File: src/rtl/somador_pipe_if.sv
// Operand/result handshake bundle for somador_pipe.
// master = producer/consumer side, slave = the adder pipeline.
interface somador_pipe_if #(
   parameter int WIDTH = 24
);
   logic             in_valid;
   logic             in_ready;
   logic [WIDTH-1:0] A;
   logic [WIDTH-1:0] B;
   logic             Cin;
   logic             sub;
   logic             out_valid;
   logic             out_ready;
   logic [WIDTH-1:0] saida;
   logic             Cout;

   modport master (
      output in_valid, A, B, Cin, sub, out_ready,
      input  in_ready, out_valid, saida, Cout
   );

   modport slave (
      input  in_valid, A, B, Cin, sub, out_ready,
      output in_ready, out_valid, saida, Cout
   );
endinterface

File: src/rtl/somador_pipe.sv
// Pipelined WIDTH-bit add/subtract: one CHUNK-bit carry-chained segment per stage,
// whole pipeline advances or stalls together, optional unsigned saturation at the exit.
module somador_pipe #(
   parameter int WIDTH  = 24,
   parameter int STAGES = 3,
   parameter bit SAT    = 1'b0
) (
   input logic           clk,
   input logic           rst_n,
   somador_pipe_if.slave bus
);
   localparam int CHUNK = WIDTH / STAGES;

   logic [WIDTH-1:0] a_q   [STAGES];
   logic [WIDTH-1:0] a_d   [STAGES];
   logic [WIDTH-1:0] b_q   [STAGES];
   logic [WIDTH-1:0] b_d   [STAGES];
   logic [WIDTH-1:0] res_q [STAGES];
   logic [WIDTH-1:0] res_d [STAGES];
   logic             carry_q [STAGES];
   logic             carry_d [STAGES];
   logic             sub_q   [STAGES];
   logic             sub_d   [STAGES];
   logic             valid_q [STAGES];
   logic             valid_d [STAGES];

   logic [WIDTH-1:0] in_a   [STAGES];
   logic [WIDTH-1:0] in_b   [STAGES];
   logic [WIDTH-1:0] in_res [STAGES];
   logic             in_c   [STAGES];
   logic             in_sub [STAGES];
   logic             in_v   [STAGES];
   logic [CHUNK:0]   sum;
   logic             adv;

   always_comb begin
      adv = !valid_q[STAGES-1] || bus.out_ready;

      // B and Cin are inverted once at capture; later stages only see the effective operand.
      in_a[0]   = bus.A;
      in_b[0]   = bus.sub ? ~bus.B : bus.B;
      in_c[0]   = bus.sub ? ~bus.Cin : bus.Cin;
      in_sub[0] = bus.sub;
      in_v[0]   = bus.in_valid;
      in_res[0] = '0;
      for (int k = 1; k < STAGES; k++) begin
         in_a[k]   = a_q[k-1];
         in_b[k]   = b_q[k-1];
         in_c[k]   = carry_q[k-1];
         in_sub[k] = sub_q[k-1];
         in_v[k]   = valid_q[k-1];
         in_res[k] = res_q[k-1];
      end

      sum = '0;
      for (int k = 0; k < STAGES; k++) begin
         sum = {1'b0, in_a[k][k*CHUNK +: CHUNK]}
             + {1'b0, in_b[k][k*CHUNK +: CHUNK]}
             + {{CHUNK{1'b0}}, in_c[k]};
         a_d[k]     = in_a[k];
         b_d[k]     = in_b[k];
         sub_d[k]   = in_sub[k];
         valid_d[k] = in_v[k];
         carry_d[k] = sum[CHUNK];
         res_d[k]   = in_res[k];
         res_d[k][k*CHUNK +: CHUNK] = sum[CHUNK-1:0];
      end

      // Saturation alters only the result; Cout leaves unmodified.
      if (SAT) begin
         if (!sub_d[STAGES-1] && carry_d[STAGES-1]) begin
            res_d[STAGES-1] = '1;
         end else if (sub_d[STAGES-1] && !carry_d[STAGES-1]) begin
            res_d[STAGES-1] = '0;
         end
      end

      if (!adv) begin
         for (int k = 0; k < STAGES; k++) begin
            a_d[k]     = a_q[k];
            b_d[k]     = b_q[k];
            res_d[k]   = res_q[k];
            carry_d[k] = carry_q[k];
            sub_d[k]   = sub_q[k];
            valid_d[k] = valid_q[k];
         end
      end
   end

   always_ff @(posedge clk or negedge rst_n) begin
      if (!rst_n) begin
         for (int k = 0; k < STAGES; k++) begin
            a_q[k]     <= '0;
            b_q[k]     <= '0;
            res_q[k]   <= '0;
            carry_q[k] <= 1'b0;
            sub_q[k]   <= 1'b0;
            valid_q[k] <= 1'b0;
         end
      end else begin
         for (int k = 0; k < STAGES; k++) begin
            a_q[k]     <= a_d[k];
            b_q[k]     <= b_d[k];
            res_q[k]   <= res_d[k];
            carry_q[k] <= carry_d[k];
            sub_q[k]   <= sub_d[k];
            valid_q[k] <= valid_d[k];
         end
      end
   end

   assign bus.in_ready  = adv;
   assign bus.out_valid = valid_q[STAGES-1];
   assign bus.saida     = res_q[STAGES-1];
   assign bus.Cout      = carry_q[STAGES-1];
endmodule

File: src/flat_wrapper.sv
// flat-port wrapper written by rule: the top's interface ports become plain ports
module somador_pipe_flat 
#(
   parameter int WIDTH  = 24,
   parameter int STAGES = 3,
   parameter bit SAT    = 1'b0
)
  (clk, rst_n, bus_in_valid, bus_A, bus_B, bus_Cin, bus_sub, bus_out_ready, bus_in_ready, bus_out_valid, bus_saida, bus_Cout);
  somador_pipe_if #(.WIDTH(WIDTH)) bus_i ();
  input logic clk;
  input logic rst_n;
  input wire logic [$bits(bus_i.in_valid)-1:0] bus_in_valid;
  input wire logic [$bits(bus_i.A)-1:0] bus_A;
  input wire logic [$bits(bus_i.B)-1:0] bus_B;
  input wire logic [$bits(bus_i.Cin)-1:0] bus_Cin;
  input wire logic [$bits(bus_i.sub)-1:0] bus_sub;
  input wire logic [$bits(bus_i.out_ready)-1:0] bus_out_ready;
  output wire logic [$bits(bus_i.in_ready)-1:0] bus_in_ready;
  output wire logic [$bits(bus_i.out_valid)-1:0] bus_out_valid;
  output wire logic [$bits(bus_i.saida)-1:0] bus_saida;
  output wire logic [$bits(bus_i.Cout)-1:0] bus_Cout;
  assign bus_i.in_valid = bus_in_valid;
  assign bus_i.A = bus_A;
  assign bus_i.B = bus_B;
  assign bus_i.Cin = bus_Cin;
  assign bus_i.sub = bus_sub;
  assign bus_i.out_ready = bus_out_ready;
  assign bus_in_ready = bus_i.in_ready;
  assign bus_out_valid = bus_i.out_valid;
  assign bus_saida = bus_i.saida;
  assign bus_Cout = bus_i.Cout;
  somador_pipe #(.WIDTH(WIDTH), .STAGES(STAGES), .SAT(SAT)) u_core (.clk(clk), .rst_n(rst_n), .bus(bus_i));
endmodule
File: config.mk
export PLATFORM = sky130hd
export DESIGN_NAME = somador_pipe_flat
export DESIGN_NICKNAME = d
export VERILOG_FILES = /design/src/rtl/somador_pipe_if.sv /design/src/rtl/somador_pipe.sv /design/src/flat_wrapper.sv
export SDC_FILE = /design/constraint.sdc
export NUM_CORES = 1
export LEC_CHECK = 0
export CORE_MARGIN = 2
export CORE_UTILIZATION = 38
export CTS_BUF_LIST = sky130_fd_sc_hd__clkbuf_8
export DETAILED_ROUTE_END_ITERATION = 10
export GPL_TIMING_DRIVEN = 0
export PLACE_DENSITY_LB_ADDON = 0.08
export SETUP_SLACK_MARGIN = 0.2
export SLEW_MARGIN = 40
export SYNTH_ARGS = -nofsm -noshare
export SYNTH_HDL_FRONTEND = slang
export SYNTH_SLANG_ARGS = --single-unit
export TNS_END_PERCENT = 20
File: constraint.sdc
create_clock -name clk -period 2.3 [get_ports clk]
set_input_delay 0.46 -clock clk [delete_from_list [all_inputs] [get_ports clk]]
set_output_delay 0.46 -clock clk [all_outputs]
set_load 0.005 [all_outputs]
==> load_flow_metrics.sql, run 1 <==
INSERT INTO impl_metrics (metric_group, metric, value, unit) VALUES
('outcome', 'outcome', 'completed', ''),
('layout', 'fin_nets', '723', ''),
('layout', 'mostFrequentLayoutCell', 'nand2_1', ''),
('timing', 'period_share', '97.0', '%'),
('power', 'power_frac_clock', '16.7', '%'),
('power', 'netSwitchingPower', '2620', 'uW'),
('timing', 'rsz0062_at_grt', 'true', ''),
('placement', 'detailedPlacementHpwl', '8910', 'um'),
('die', 'start_util', '38.7', '%'),
('synth', 'synth-warning-count', '0', ''),
('critical_path', 'r2r_slack', '0.07', 'ns'),
('die', 'boundaryPins', '81', ''),
('synth', 'synthesis.area', '0.00510', 'mm^2'),
('grt', 'met1_usage', '24.3', '%'),
('timing', 'period_needed', '2.23', 'ns'),
('grt', 'gr-max-usage-layer', 'met2', ''),
('power', 'leakagePower', '0.00305', 'uW'),
('critical_path', 'timing.critical_path.fanout_max', '2', ''),
('cts', 'clock_tree.htree_level_count', '3', ''),
('critical_path', 'critical_path_required', '2.58', 'ns'),
('synth', 'portion_of_synthesized_cell_area_occupied_by_the_leading_cell_type', '50.0', '%'),
('cts', 'number_of_buffers_added_by_the_clock_tree_synthesis_step', '9', ''),
('placement', 'gp_congestion', '0.862', ''),
('power', 'pwr_per_cell_area', '1120', 'mW/mm^2'),
('critical_path', 'slowest_stage', 'fa_2', ''),
('min_path', 'hold_path.class', 'input port to flop', ''),
('synth', 'mappedNetlistNets', '626', ''),
('placement', 'number_of_instances_in_the_placed_design', '801', ''),
('layout', 'area_growth', '27.5', '%'),
('synth', 'synth-edff-count', '0', ''),
('timing', 'timing.fmax', '0.448', 'GHz'),
('placement', 'place.port_buffers', '79', ''),
('grt', 'grt-ovfl-total', '0', ''),
('synth', 'async_reset_ff_share', '100', '%'),
('route', 'number_of_violations_reported_at_the_end_of_detailed_routing_iteration_0', '246', ''),
('critical_path', 'cpPeakStageDelay', '0.42', 'ns'),
('placement', 'worst_setup_timing_slack_at_the_placement_stage', '-0.574', 'ns'),
('cts', 'clk_sinks', '102', ''),
('route', 'drtPass1Iterations', '4', ''),
('timing', 'tightestPinTransition', '0.602', 'ns'),
('cts', 'clk_transition_reported_paths', '0.10', 'ns'),
('die', 'die_width', '120', 'um'),
('synth', 'seq_area_frac_synth', '50.0', '%'),
('critical_path', 'crit_chain', 'fa_2, fa_2, a211oi_2, nor2_1, o31a_1, o31a_1', ''),
('route', 'antenna_violating_nets_post_route', '0', ''),
('route', 'detailroute.via_count', '4042', ''),
('synth', 'synth_area_per_cell', '9.37', 'um^2'),
('timing', 'hold_violations', '0', ''),
('critical_path', 'cp-startpoint', 'u_core.a_q[56]$_DFFE_PN0P_', ''),
('cts', 'cts.path.max_buffers', '2', ''),
('critical_path', 'critical_path_cell_count', '6', ''),
('route', 'via_count_normalized_by_instance_count', '4.91', ''),
('timing', 'timing.clock.skew', '0.0160', 'ns'),
('power', 'cellInternalPower', '4670', 'uW'),
('critical_path', 'buffering_stage_count_on_the_worst_path_with_inverters_included', '0', ''),
('cts', 'tritoncts', 'done', ''),
('synth', 'synth.distinct_cells', '39', ''),
('layout', 'layout.cells.most_common_list', 'nand2_1 (218), dfrtp_1 (102), clkdlybuf4s50_1 (74)', ''),
('layout', 'finalNonFillerCells', '823', ''),
('synth', 'post_synthesis_sequential_element_count', '102', ''),
('synth', 'postSynthCellCount', '545', ''),
('grt', 'global_route_wire_length_before_repair', '20600', 'um'),
('die', 'rows', '42', ''),
('critical_path', 'crit_path_end', 'u_core.carry_q[1]$_DFFE_PN0P_', ''),
('job', 'number_of_max_capacitance_violations_reported', '0', ''),
('timing', 'final-max-slew-violation-count', '0', ''),
('power', 'ir_drop', '0.504', 'mV'),
('grt', 'groute.layer.met2.usage', '30.4', '%'),
('cts', 'insertion_delay', '0.38', 'ns'),
('layout', 'antenna_cells', '0', ''),
('synth', 'netlist.top_cell.by_area', 'dfrtp_1', '');
state kept, by name (all words and copies together), names as in the netlist:
| register | flops |
|---|---|
| u_core.a_q | 24 |
| u_core.b_q | 24 |
| u_core.bus.Cout | 1 |
| u_core.bus.out_valid | 1 |
| u_core.bus.saida | 24 |
| u_core.carry_q | 2 |
| u_core.in_res | 24 |
| u_core.in_v | 2 |
worst min path at each step:
| stage | cells past startpoint | slack [ns] | end |
|---|---|---|---|
| 6_report | 3 | 0.40 | u_core.b_q[57]$_DFFE_PN0P_ |
| 5_1_grt | 3 | 0.41 | u_core.b_q[56]$_DFFE_PN0P_ |
| 4_1_cts | 3 | 0.38 | u_core.b_q[57]$_DFFE_PN0P_ |
| 3_5_place_dp | 1 | 0.38 | u_core.a_q[66]$_DFFE_PN0P_ |
| 3_3_place_gp | 2 | 0.44 | u_core.in_v[0]$_DFFE_PN0P_ |
| 2_1_floorplan | 0 | 0.16 | u_core.a_q[40]$_DFFE_PN0P_ |
per-layer routing:
metal  routed length, um  part of all wire (%)
met5                   0                     0
met3                 497                   4.1
met4                 113                  0.93
met2                5720                    47
met1                5800                    48
power groups by stage:
| stage | clock, uW | combinational (uW) | sequential (uW) |
|---|---|---|---|
| after floorplan | 0 | 1950 | 2870 |
| after global placement | 0 | 3030 | 2950 |
| after CTS | 1270 | 3180 | 2940 |
| after global routing | 1330 | 3560 | 3030 |
| final | 1220 | 3140 | 2930 |
| after detailed placement | 0 | 3100 | 2970 |
logic make-up after synthesis:
kind of cell / count (synthesis) / share of synthesized area [%]
and+or+nand+nor: 263 / 21.7
muxes: 5 / 0.980
buffers and inverters: 33 / 3.41
DFF: 102 / 50.0
adders and majority gates: 27 / 7.50
xor gates and xnor gates: 28 / 4.80
AOI/OAI and AO/OA: 87 / 11.6
layout make-up:
class | count | area, um^2
inverters | 6 | 27.5
fillers | 1285 | 6680
well taps | 176 | 220
multi-input cells | 410 | 2410
clock inverters | 4 | 52.6
flip-flops and latches | 102 | 2550
repair buffers | 86 | 873
plain buffers | 27 | 201
clock buffers | 12 | 165
synth_stat cells (2+ instances only):
cell type,n
xnor2_1,18
ha_1,21
o31a_1,5
a211oi_1,11
o22a_1,2
mux2i_1,5
o31ai_1,6
clkbuf_1,2
buf_2,22
nand3_1,2
fa_1,6
nor4b_1,2
o21ai_0,33
a221oi_1,5
dfrtp_1,102
inv_1,5
nor2_1,5
xor2_1,10
a21o_1,6
a211oi_2,2
buf_6,3
nor3_1,9
o21bai_1,5
nand2_1,218
a21oi_1,4
nand2b_1,5
o21a_1,4
nor3b_1,14
or3_1,3
worst register-to-register path, stage by stage (launching register included):
cell      delay (ns)
dfrtp_1         0.41
fa_2            0.42
fa_2            0.39
a211oi_2        0.26
nor2_1          0.09
o31a_1          0.28
o31a_1          0.28
timing repair:
| action | 4_1_cts | 5_1_grt |
|---|---|---|
| hold buffers | 1 | 0 |
| gates resized for setup | 14 | 5 |
| endpoints found under the hold margin | 42 | 0 |
| endpoints found under the setup margin | 9 | 11 |
| setup buffers | 4 | 1 |
| pin swaps | 6 | 5 |
metrics by stage:
step	TNS [ns]	area, um^2	total power, uW	utilization (%)
global placement	-332.76	6160	5980	46.7
global route	0	6510	7920	49.3
floorplan	-0.0201	5150	4820	-
CTS	0	6480	7390	49.1
finish	0	6510	7300	49.3
detailed placement	-2.22	6190	6070	46.9
Note: power is estimated with default switching activity, not from simulation.
==> run 2: changes to the inputs <==
--- a/config.mk
+++ b/config.mk
@@ -5,12 +5,13 @@
 export SDC_FILE = /design/constraint.sdc
 export NUM_CORES = 1
 export LEC_CHECK = 0
+export ABC_AREA = 1
 export CORE_MARGIN = 2
 export CORE_UTILIZATION = 38
 export CTS_BUF_LIST = sky130_fd_sc_hd__clkbuf_8
 export DETAILED_ROUTE_END_ITERATION = 10
 export GPL_TIMING_DRIVEN = 0
-export PLACE_DENSITY_LB_ADDON = 0.08
+export PLACE_DENSITY = 0.71
 export SETUP_SLACK_MARGIN = 0.2
 export SLEW_MARGIN = 40
 export SYNTH_ARGS = -nofsm -noshare
==> run 2 against run 1 <==
Largest cell class unchanged. Utilization shrank 0.97 points. Register-to-register slack gained 0.29 ns. Synthesized cell count grew 11%. Sequential cell count is the same. Clock power shrank 19%. Combinational power shrank 7.0%. Fmax grew 6.6%. Largest power group unchanged.
==> load_flow_metrics.sql, run 2 <==
INSERT INTO impl_metrics (metric_group, metric, value, unit) VALUES
('outcome', 'outcome', 'completed', ''),
('critical_path', 'critical_path_required', '2.54', 'ns'),
('die', 'core', '0.0131', 'mm^2'),
('layout', 'fill_cells', '1248', ''),
('synth', 'most_frequently_used_cell_type_in_the_post_synthesis_netlist', 'nand2_1', ''),
('die', 'dieHeight', '119', 'um'),
('route', 'antenna_violating_nets_post_route', '0', ''),
('timing', 'whs', '0.470', 'ns'),
('layout', 'area_growth', '25.5', '%'),
('power', 'totalPowerFinal', '6820', 'uW'),
('timing', 'tns', '0', 'ns'),
('layout', 'seqCellArea', '0.00255', 'mm^2'),
('placement', 'place.port_buffers', '79', ''),
('die', 'die_area', '0.0142', 'mm^2'),
('die', 'rows', '42', ''),
('timing', 'rsz0062_at_grt', 'true', ''),
('timing', 'period_share', '91.0', '%'),
('timing', 'finalSetupViolations', '0', ''),
('layout', 'multi_input_comb_area', '0.00223', 'mm^2'),
('synth', 'netlist.top_cell.by_area', 'dfrtp_1', ''),
('die', 'boundaryPins', '81', ''),
('min_path', 'hold_path.class', 'input port to flop', ''),
('layout', 'layout.cells.most_common_list', 'nand2_1 (270), dfrtp_1 (102), clkdlybuf4s50_1 (77)', ''),
('critical_path', 'crit_chain', 'clkdlybuf4s50_1, xor2_2, fa_2, inv_1, fa_1, inv_1, nand2_1, nand2_1, nand3_2, nand2_2, nand2_1, nand3_1, nand2_1', ''),
('layout', 'mostFrequentLayoutCell', 'nand2_1', ''),
('power', 'seq_power_share', '42.7', '%'),
('critical_path', 'signal_arrival_time_at_the_worst_endpoint', '2.34', 'ns'),
('route', 'drtPass1Iterations', '4', ''),
('timing', 'period_needed', '2.09', 'ns'),
('layout', 'antenna_cells', '0', ''),
('layout', 'fin_nets', '782', ''),
('cts', 'clk_root_buffer_cell', 'clkbuf_8', ''),
('critical_path', 'cpPeakStageDelay', '0.50', 'ns'),
('critical_path', 'timing.critical_path.fanout_max', '2', ''),
('synth', 'synth-edff-count', '0', ''),
('synth', 'postSynthCellCount', '607', ''),
('grt', 'largest_net_degree_at_the_start_of_global_routing', '76', ''),
('cts', 'insertion_delay', '0.35', 'ns'),
('power', 'combinational_fraction_of_design_power', '42.8', '%'),
('critical_path', 'criticalPathCategory', 'input port to flop', ''),
('job', 'number_of_max_capacitance_violations_reported', '0', ''),
('layout', 'drive_gt1_share', '6.54', '%'),
('synth', 'synthesis.area', '0.00504', 'mm^2'),
('power', 'power_frac_clock', '14.5', '%'),
('power', 'ir_drop', '0.403', 'mV'),
('critical_path', 'startpoint_of_the_most_critical_register_to_register_path', 'u_core.carry_q[2]$_DFFE_PN0P_', ''),
('placement', 'gp_congestion', '0.881', ''),
('route', 'via_count_normalized_by_instance_count', '4.64', ''),
('route', 'number_of_violations_reported_at_the_end_of_detailed_routing_iteration_0', '248', ''),
('grt', 'via_count_of_the_first_global_routing_pass', '4068', ''),
('power', 'leakagePower', '0.00319', 'uW'),
('timing', 'tightestPinTransition', '0.599', 'ns'),
('synth', 'postSynth.topFlopCell', 'dfrtp_1', ''),
('synth', 'post_synthesis_sequential_element_count', '102', ''),
('cts', 'cts.path.max_buffers', '2', ''),
('synth', 'seq_area_frac_synth', '50.6', '%'),
('min_path', 'worst_hold_startpoint', 'bus_sub', ''),
('timing', 'final-max-slew-violation-count', '0', ''),
('timing', 'hold_violations', '0', ''),
('synth', 'synth_area_per_cell', '8.31', 'um^2'),
('power', 'pwr_per_cell_area', '1080', 'mW/mm^2'),
('synth', 'mappedNetlistNets', '688', ''),
('synth', 'synth-warning-count', '0', ''),
('critical_path', 'critical_path.endpoint_type', 'flop', ''),
('route', 'wl_per_cell', '13.2', 'um'),
('power', 'cellInternalPower', '4270', 'uW'),
('synth', 'yosys-top-cells-area', 'dfrtp_1 (51%), nand2_1 (20%), ha_1 (5.2%), inv_1 (3.3%), xnor2_1 (3.0%)', ''),
('power', 'sw_frac_of_total', '37.4', '%'),
('timing', 'slew_headroom', '60.1', '%'),
('route', 'drcViolationCount', '0', ''),
('synth', 'synth.distinct_cells', '24', ''),
('power', 'netSwitchingPower', '2550', 'uW'),
('route', 'detailroute.via_count', '4082', ''),
('cts', 'clk_sinks', '102', ''),
('cts', 'tritoncts', 'done', ''),
('synth', 'async_reset_ff_share', '100', '%'),
('timing', 'timing.fmax', '0.478', 'GHz'),
('critical_path', 'cp-startpoint', 'bus_Cin', ''),
('die', 'start_util', '38.5', '%'),
('placement', 'detailedPlacementHpwl', '8550', 'um'),
('critical_path', 'slowest_stage', 'clkdlybuf4s50_1', ''),
('grt', 'global_route_wire_length_before_repair', '19500', 'um'),
('synth', 'portion_of_synthesized_cell_area_occupied_by_the_leading_cell_type', '50.6', '%'),
('synth', 'yosys-top-cells-count', 'nand2_1 (271), dfrtp_1 (102), inv_1 (45), nand3_1 (28), o21ai_0 (26)', ''),
('die', 'die_width', '119', 'um'),
('cts', 'clk_transition_reported_paths', '0.09', 'ns'),
('grt', 'grt_usage', '17.2', '%'),
('grt', 'grt-ovfl-total', '0', ''),
('timing', 'timing.clock.skew', '0.00842', 'ns'),
('cts', 'number_of_buffers_added_by_the_clock_tree_synthesis_step', '9', ''),
('grt', 'grt_antenna_before_repair', '0', ''),
('critical_path', 'critical_path.startpoint_type', 'input port', ''),
('critical_path', 'worst_path_most_repeated_cell', 'nand2_1', ''),
('route', 'wl_final', '11600', 'um'),
('cts', 'clock_tree.htree_level_count', '3', '');
-- run 2: cells by family after synthesis --
group / count (synthesis) / share of synthesized area (%)
flops: 102 / 50.6
simple gates: 329 / 26.0
buf+inv: 70 / 5.80
compound gates: 54 / 5.61
xor+xnor: 25 / 4.34
fa+ha+maj: 27 / 7.59
-- run 2: critical path: cells and delay by family --
kind                     cells  cell delay (ns)
XOR/XNOR                     1             0.15
adder cells (fa/ha/maj)      2             0.57
buffers and inverters        3             0.63
AND/OR/NAND/NOR              7             0.55
-- run 2: routing by layer --
layer  share of wire [%]  vias up  routed length [um]  track usage [%]
li1                    -     2067                   -                -
met4                 1.5        0                 179             6.47
met3                 4.1       10                 473             2.83
met1                  45     1928                5250             22.7
met5                   0        -                   0                0
met2                  49       77                5730             28.7
-- run 2: stage by stage --
| step | util [%] | area (um^2) | worst slack (ns) | instances |
|---|---|---|---|---|
| after floorplan | - | 5070 | 0.209 | 607 |
| after global placement | 46.5 | 6080 | -2.86 | 862 |
| after detailed placement | 46.7 | 6120 | -0.318 | 863 |
| after CTS | 48.2 | 6300 | 0.203 | 878 |
| after global routing | 48.4 | 6330 | 0.0803 | 879 |
| final | 48.4 | 6330 | 0.206 | 879 |
-- run 2: timing repair --
action,in CTS,in global routing
resized for setup,2,6
hold endpoints to repair,27,0
endpoints found under the setup margin,1,6
pin swaps,1,3
hold buffers,1,0
setup buffers,2,1
-- run 2: path summary, 6_finish.rpt --
kind                                               endpoint  slack [ns]  cells after the start
hold reg to reg                u_core.in_res[6]$_DFFE_PN0P_        0.47                      2
max in group asynchronous      u_core.in_res[2]$_DFFE_PN0P_        1.15                      3
setup reg to reg              u_core.in_res[12]$_DFFE_PN0P_        0.36                      8
hold / removal                   u_core.b_q[58]$_DFFE_PN0P_        0.47                      3
min in group asynchronous  u_core.bus.saida[17]$_DFFE_PN0P_        0.53                      2
setup / recovery              u_core.in_res[30]$_DFFE_PN0P_        0.21                     13
-- run 2: power by group through the flow --
stage / Clock (uW) / Combinational [uW] / Sequential, uW
6_report: 990 / 2920 / 2910
5_1_grt: 1090 / 3370 / 2990
4_1_cts: 1020 / 2940 / 2910
3_5_place_dp: 0 / 2900 / 2940
3_3_place_gp: 0 / 2820 / 2910
2_1_floorplan: 0 / 1790 / 2860
-- run 2: final cells by class --
cell class | count | share of cell area (%)
plain buffers | 23 | 2.02
clock buffers | 11 | 2.39
clock inverters | 2 | 0.178
inverters | 46 | 2.81
multi-input cells | 435 | 35.2
flip-flops and latches | 102 | 40.3
well taps | 176 | 3.48
repair buffers | 84 | 13.6
